===== src/rtl/axis_fifo_slice.sv =====
// AXI4-Stream FIFO slice: DEPTH-entry circular buffer with TLAST/TUSER sideband,
// registered ready/valid, fill level, almost-full flag and synchronous flush.
module axis_fifo_slice #(
  parameter int DATA_WIDTH = 32,
  parameter int USER_WIDTH = 1,
  parameter int DEPTH      = 4,
  parameter int AF_THRESH  = DEPTH - 1
) (
  input  logic                         clk_i,
  input  logic                         arstn_i,
  input  logic                         flush_i,
  input  logic [DATA_WIDTH-1:0]        s_axis_tdata_i,
  input  logic [USER_WIDTH-1:0]        s_axis_tuser_i,
  input  logic                         s_axis_tlast_i,
  input  logic                         s_axis_tvalid_i,
  output logic                         s_axis_tready_o,
  output logic [DATA_WIDTH-1:0]        m_axis_tdata_o,
  output logic [USER_WIDTH-1:0]        m_axis_tuser_o,
  output logic                         m_axis_tlast_o,
  output logic                         m_axis_tvalid_o,
  input  logic                         m_axis_tready_i,
  output logic [$clog2(DEPTH+1)-1:0]   level_o,
  output logic                         almost_full_o
);

  localparam int PW = $clog2(DEPTH);
  localparam int LW = $clog2(DEPTH + 1);
  localparam logic [LW-1:0] DEPTH_L = LW'(DEPTH);
  localparam logic [LW-1:0] AF_L    = LW'(AF_THRESH);

  if (DEPTH < 2 || (DEPTH & (DEPTH - 1)) != 0) begin : g_bad_depth
    $error("axis_fifo_slice: DEPTH must be a power of 2 and >= 2");
  end
  if (AF_THRESH < 1 || AF_THRESH > DEPTH) begin : g_bad_thresh
    $error("axis_fifo_slice: AF_THRESH must be in 1..DEPTH");
  end

  logic [DATA_WIDTH-1:0] data_mem [DEPTH];
  logic [USER_WIDTH-1:0] user_mem [DEPTH];
  logic [DEPTH-1:0]      last_mem;
  logic [PW-1:0]         wr_ptr;
  logic [PW-1:0]         rd_ptr;
  logic [LW-1:0]         level_q;
  logic [LW-1:0]         level_next;
  logic                  push;
  logic                  pop;

  assign push = s_axis_tvalid_i & s_axis_tready_o;
  assign pop  = m_axis_tvalid_o & m_axis_tready_i;

  always_comb begin
    level_next = level_q;
    if (push && !pop) begin
      level_next = level_q + LW'(1);
    end else if (pop && !push) begin
      level_next = level_q - LW'(1);
    end
  end

  // Ready/valid/flags are all computed from level_next so they stay consistent with level_o.
  always_ff @(posedge clk_i or negedge arstn_i) begin
    if (!arstn_i) begin
      wr_ptr          <= '0;
      rd_ptr          <= '0;
      level_q         <= '0;
      s_axis_tready_o <= 1'b0;
      m_axis_tvalid_o <= 1'b0;
      almost_full_o   <= 1'b0;
    end else if (flush_i) begin
      wr_ptr          <= '0;
      rd_ptr          <= '0;
      level_q         <= '0;
      s_axis_tready_o <= 1'b0;
      m_axis_tvalid_o <= 1'b0;
      almost_full_o   <= 1'b0;
    end else begin
      if (push) begin
        wr_ptr <= wr_ptr + PW'(1);
      end
      if (pop) begin
        rd_ptr <= rd_ptr + PW'(1);
      end
      level_q         <= level_next;
      s_axis_tready_o <= (level_next < DEPTH_L);
      m_axis_tvalid_o <= (level_next != '0);
      almost_full_o   <= (level_next >= AF_L);
    end
  end

  always_ff @(posedge clk_i or negedge arstn_i) begin
    if (!arstn_i) begin
      for (int i = 0; i < DEPTH; i++) begin
        data_mem[i] <= '0;
        user_mem[i] <= '0;
      end
      last_mem <= '0;
    end else if (push && !flush_i) begin
      data_mem[wr_ptr] <= s_axis_tdata_i;
      user_mem[wr_ptr] <= s_axis_tuser_i;
      last_mem[wr_ptr] <= s_axis_tlast_i;
    end
  end

  assign m_axis_tdata_o = data_mem[rd_ptr];
  assign m_axis_tuser_o = user_mem[rd_ptr];
  assign m_axis_tlast_o = last_mem[rd_ptr];
  assign level_o        = level_q;

endmodule


===== config.mk =====
export PLATFORM = sky130hd
export DESIGN_NAME = axis_fifo_slice
export DESIGN_NICKNAME = d
export VERILOG_FILES = /design/src/rtl/axis_fifo_slice.sv
export SDC_FILE = /design/constraint.sdc
export NUM_CORES = 1
export LEC_CHECK = 0
export BUFFER_PORTS_ARGS = -buffer_cell sky130_fd_sc_hd__buf_4
export CAP_MARGIN = 10
export CORE_ASPECT_RATIO = 0.5
export CORE_UTILIZATION = 40
export DETAILED_ROUTE_END_ITERATION = 10
export PLACE_DENSITY = 0.58
export SYNTH_ARGS = -nofsm -noshare
export SYNTH_HDL_FRONTEND = slang
export SYNTH_SLANG_ARGS = --single-unit

===== constraint.sdc =====
create_clock -name clk_i -period 2.03 [get_ports clk_i]
set_input_delay 0.3045 -clock clk_i [delete_from_list [all_inputs] [get_ports clk_i]]
set_output_delay 0.3045 -clock clk_i [all_outputs]
set_load 0.01 [all_outputs]

Word level (Yosys, flattened, before mapping)
Index checks and enable logic that the tools add are counted.
{"block": "totals", "reg_bits": 146, "input_bits": 39, "output_inout_bits": 40}
{"block": "classes", "addsub": 4, "magnitude_cmp": 8, "muxes": 27, "bitwise": 4, "n_reduce_logical": 11}
{"op": "bitwise mux 128 bit", "count": 1}
{"op": "2-to-1 mux 32 bit", "count": 3}
{"op": "binary-select mux 32 bit (select 2 bit)", "count": 1}
{"op": "demux 32 bit (select 2 bit)", "count": 1}
{"op": "2-to-1 mux 3 bit", "count": 3}
{"op": "bitwise mux 4 bit", "count": 2}
{"op": "2-to-1 mux 1 bit", "count": 8}
{"op": "2-to-1 mux 2 bit", "count": 4}
{"op": ">= comparator 3 bit, second input constant", "count": 2}
{"op": "less-than comparator 2 x 3 -> 1 bit, second input constant", "count": 2}
{"op": "NOT 2 -> 3 bit", "count": 2}
{"op": "logical AND 1 bit", "count": 5}
{"op": "adder 2 x 1 -> 2 bit, second input constant", "count": 2}
{"op": "binary-select mux 1 bit (select 2 bit)", "count": 2}
{"op": "demux 1 bit (select 2 bit)", "count": 2}
{"op": "nonzero test 2 bit", "count": 2}
{"op": "adder 3 x 1 -> 3 bit, second input constant", "count": 1}
{"op": ">= comparator 3 x 2 -> 1 bit, second input constant", "count": 1}
{"op": "logical NOT 1 bit", "count": 3}
{"op": "less-than comparator 3 x 1 -> 1 bit, second input constant", "count": 1}
{"op": "less-than comparator 3 bit, second input constant", "count": 1}
{"op": "nonzero test 3 bit", "count": 1}
{"op": "subtractor 3 x 1 -> 3 bit, second input constant", "count": 1}
{"op": "AND 1 bit", "count": 2}
{"op": ">= comparator 2 x 1 -> 1 bit, second input constant", "count": 1}

Longest topological paths before layout
{"block": "logic_depth", "ltp_word": 7, "mapped_depth": 6, "ltp_nobuf": 6}

Worst setup path after synthesis
OpenSTA, ideal clock, no wires.
{"block": "synth_timing", "kind": "register -> output", "start": "register rd_ptr[0]", "end": "output m_axis_tdata_o[20]", "arrival_time_ps": 1412, "required_ps": 1725, "setup_slack_ps": 313, "stages_incl_launch_ff": 4, "path_cell_list": "dfrtp_1 buf_2 buf_2 mux4_2"}
{"block": "synth_via", "elab_chain_len": 4}
{"item": "start, declared", "line_no": "42", "source": "logic [PW-1:0] rd_ptr;"}
{"item": "start signal, assigned", "line_no": "81", "source": "rd_ptr <= rd_ptr + PW'(1);"}
{"item": "NOT 2 -> 3 bit (not written as such)", "line_no": "104", "source": "assign m_axis_tdata_o = data_mem[rd_ptr];"}
{"item": "binary-select mux 32 bit (select 2 bit)", "line_no": "104"}
{"item": "2-to-1 mux 32 bit (not written as such) (2 in a row)", "line_no": "104"}
{"item": "end, declared", "line_no": "17", "source": "output logic [DATA_WIDTH-1:0] m_axis_tdata_o,"}
Every way passes these cells. The select of a mux whose other input is x is not followed.

Final worst setup path
{"block": "layout_timing", "start": "register rd_ptr[0]", "end": "output m_axis_tdata_o[12]"}
Same word-level chain as after synthesis.

==> flow_metrics.tcl <==
set metrics [dict create \
    status "finished, violations left" \
    failed_checks "setup timing" \
    p_per_area_nw_per_um2 1360 \
    io_buffer_count 78 \
    crit_slowest_cell "mux4_2" \
    dp_slack_ns 0.321 \
    clock_path_buffers 2 \
    synth_compound_area_share_pct 0.893 \
    hold_violations 0 \
    path_buf_inv 3 \
    clkSlewWorstSetupHoldPaths_ns 0.07 \
    stdcell_count 731 \
    dpl_cell_area_um2 7640 \
    synth-xor-area-share_pct 0.651 \
    syn_area_um2 6730 \
    cts_tree "done" \
    dr.first_iter.drc_count 172 \
    grt_overflow 0 \
    max_slew.worst_pin.slew_ns 0.474 \
    antenna_left 0 \
    synth_edf_count 0 \
    grt.total_usage_pct 17.0 \
    drv_slew 0 \
    routabilityCongestion 0.687 \
    setup_viol 34 \
    fin_worst_skew_ns 0.0182 \
    syn_to_final_growth_pct 27.2 \
    syn_inst 394 \
    cts_root_buffer "clkbuf_16" \
    fmax_mhz 469 \
    synth_top_family_by_area "multiplexers" \
    hp-class "in -> reg" \
    ys.flop_type "dfrtp_1" \
    cpPeakStageDelay_ns 0.54 \
    worstSetupStartpointType "register" \
    maxCapViolations 0 \
    wl_per_cell_um 18.6 \
    total_power_mw 11.6 \
    dr.pass1.iters 4 \
    synth_nets 439 \
    synth_commonest_cells "dfrtp_1, mux2_2, mux2_4" \
    final_nets 536 \
    post-dp-hpwl_um 8170 \
    grt_pass1_wl_um 21800 \
    crit_path_frequent_cell "buf_6" \
    synth-adder-area-share_pct 1.26 \
    syn_area_per_cell_um2 17.1 \
    grt_setup_unrepaired "yes" \
    synthSimpleGateAreaFrac_pct 2.83 \
    cts_buffers 17 \
    die_area_um2 17400 \
    viasPerCell 5.00 \
    synthArstFlopShare_pct 100 \
    synth_top_area_share_pct 54.3 \
    yosysSeqAreaShare_pct 54.3 \
    io_pins 79 \
    cp_max_fo 6 \
    finalCriticalPeriod_ns 2.13 \
    synth.distinct_cells 31 \
    h-tree-depth 4 \
    critical_path_arrival_ns 1.83 \
    cp.required_ns 1.73 \
    max_slew_margin_pct 68.4 \
    die_w_um 185 \
    grt_max_degree 48 \
    endpoint_kind "output pin" \
    num_rows 33 \
    leakagePower_nw 4.10 \
    cts.sinks 146 \
    antennaDiodeCount 0 \
    clk_latency_ns 0.42 \
    yosysMostFrequentCell "dfrtp_1" \
    vdd_ir_drop_max_mv 0.600 \
    cp_top_family "multiplexers" \
    vias 3653 \
    synth_mux_area_share_pct 37.1 \
    drive_gt1_share_pct 61.1 \
    setup_ws_ns -0.103 \
    synth_warnings 0 \
    yosys.area.top_type "dfrtp_1" \
    post-route-period-util_pct 105 \
    antenna_found_initial 0 \
    synth_area_leaders "dfrtp_1, mux2_2, mux4_2" \
    coreArea_um2 16400 \
    start_util_pct 41.0 \
    place_inst 690 \
    design_area_um2 8560 \
    die_h_um 93.7 \
    grt_pass1_vias 3906 \
    synth-seq-cells 146 \
    cp_cell_sequence "buf_6 -> buf_12 -> mux4_2 -> buf_6" \
    finalWirelength_um 13600 \
    drc_errors 0 \
    worstSetupPathType "reg -> out" \
]
==> path summary, 6_finish.rpt <==
kind	from	to	slack, ns	depth (start not counted)
max	rd_ptr[0]	m_axis_tdata_o[12]	-0.10	4
max in group asynchronous	arstn_i	data_mem[37]	0.98	3
min reg2reg	data_mem[113]	data_mem[113]	0.50	1
max reg2reg	level_o[1]	almost_full_o	0.35	6
min	s_axis_tdata_i[13]	data_mem[13]	0.15	2
min in group asynchronous	arstn_i	data_mem[121]	0.38	2
==> final cells by class <==
cell class / count / area [um2]
Clock buffer: 20 / 437
Clock inverter: 12 / 183
Fill cell: 1375 / 7840
Inverter: 4 / 15.0
Multi-Input combinational cell: 222 / 2870
Sequential cell: 146 / 3660
Tap cell: 227 / 284
Timing Repair Buffer: 100 / 1110
==> routing by layer <==
| layer | part of all wire [%] | track usage [%] | vias to the layer above |
|---|---|---|---|
| met5 | 0 | 0 | - |
| met2 | 46 | 25.4 | 50 |
| met3 | 3.1 | 4.30 | 6 |
| met1 | 50 | 24.5 | 1936 |
| li1 | - | - | 1661 |
| met4 | 0.66 | 4.96 | 0 |
==> flip-flops by register name (all words and copies together), names as in the netlist <==
signal and flops:
almost_full_o 1, data_mem 128, last_mem 4, level_o 3, m_axis_tvalid_o 1, rd_ptr 2, s_axis_tready_o 1, user_mem 4
wr_ptr 2
==> power by group <==
group	switching [mW]	total [mW]	internal (mW)
combinational	1.40	4.03	2.63
sequential	0.491	4.30	3.81
clock	1.23	3.29	2.07
total	3.12	11.6	8.51
==> placed cells by master (no fill, tap or decap), drive strengths merged <==
cell         count
or3              1
mux2           137
nor4             1
clkinvlp         3
and4             1
a211o            1
mux2i            1
buf             98
and2             1
nand2            8
a41oi            1
bufinv           4
a21boi           2
clkinv           4
nand3            5
clkbuf          21
a21oi            4
xor2             2
nor3             1
nor2b            1
inv              5
nor2             9
mux4            34
nand3b           1
a211oi           1
maj3             1
ha               6
xnor2            3
dfrtp          146
dlygate4sd3      1
==> stage by stage <==
stage | hold WS, ns | utilization [%] | setup TNS, ns
after global placement | 0.279 | 46.6 | 0
final | 0.146 | 52.2 | -2.00
after floorplan | 0.00891 | - | 0
after CTS | 0.125 | 51.8 | -2.79
after global routing | 0.128 | 52.2 | -4.00
after detailed placement | 0.278 | 46.6 | 0
==> cell families after synthesis <==
| logic type | count (synthesis) |
|---|---|
| fa+ha+maj | 7 |
| simple gates | 29 |
| xor+xnor | 5 |
| mux | 172 |
| flops | 146 |
| buf+inv | 26 |
| compound gates | 9 |
==> what timing repair did <==
item,4_1_cts,5_1_grt
hold endpoints to repair,44,0
buffers inserted,4,0
gates cloned,3,1
gates resized for setup,27,12
setup endpoints to repair,34,34
pin swaps,0,0
hold buffers,1,0
Note: power is estimated with default switching activity, not from simulation.
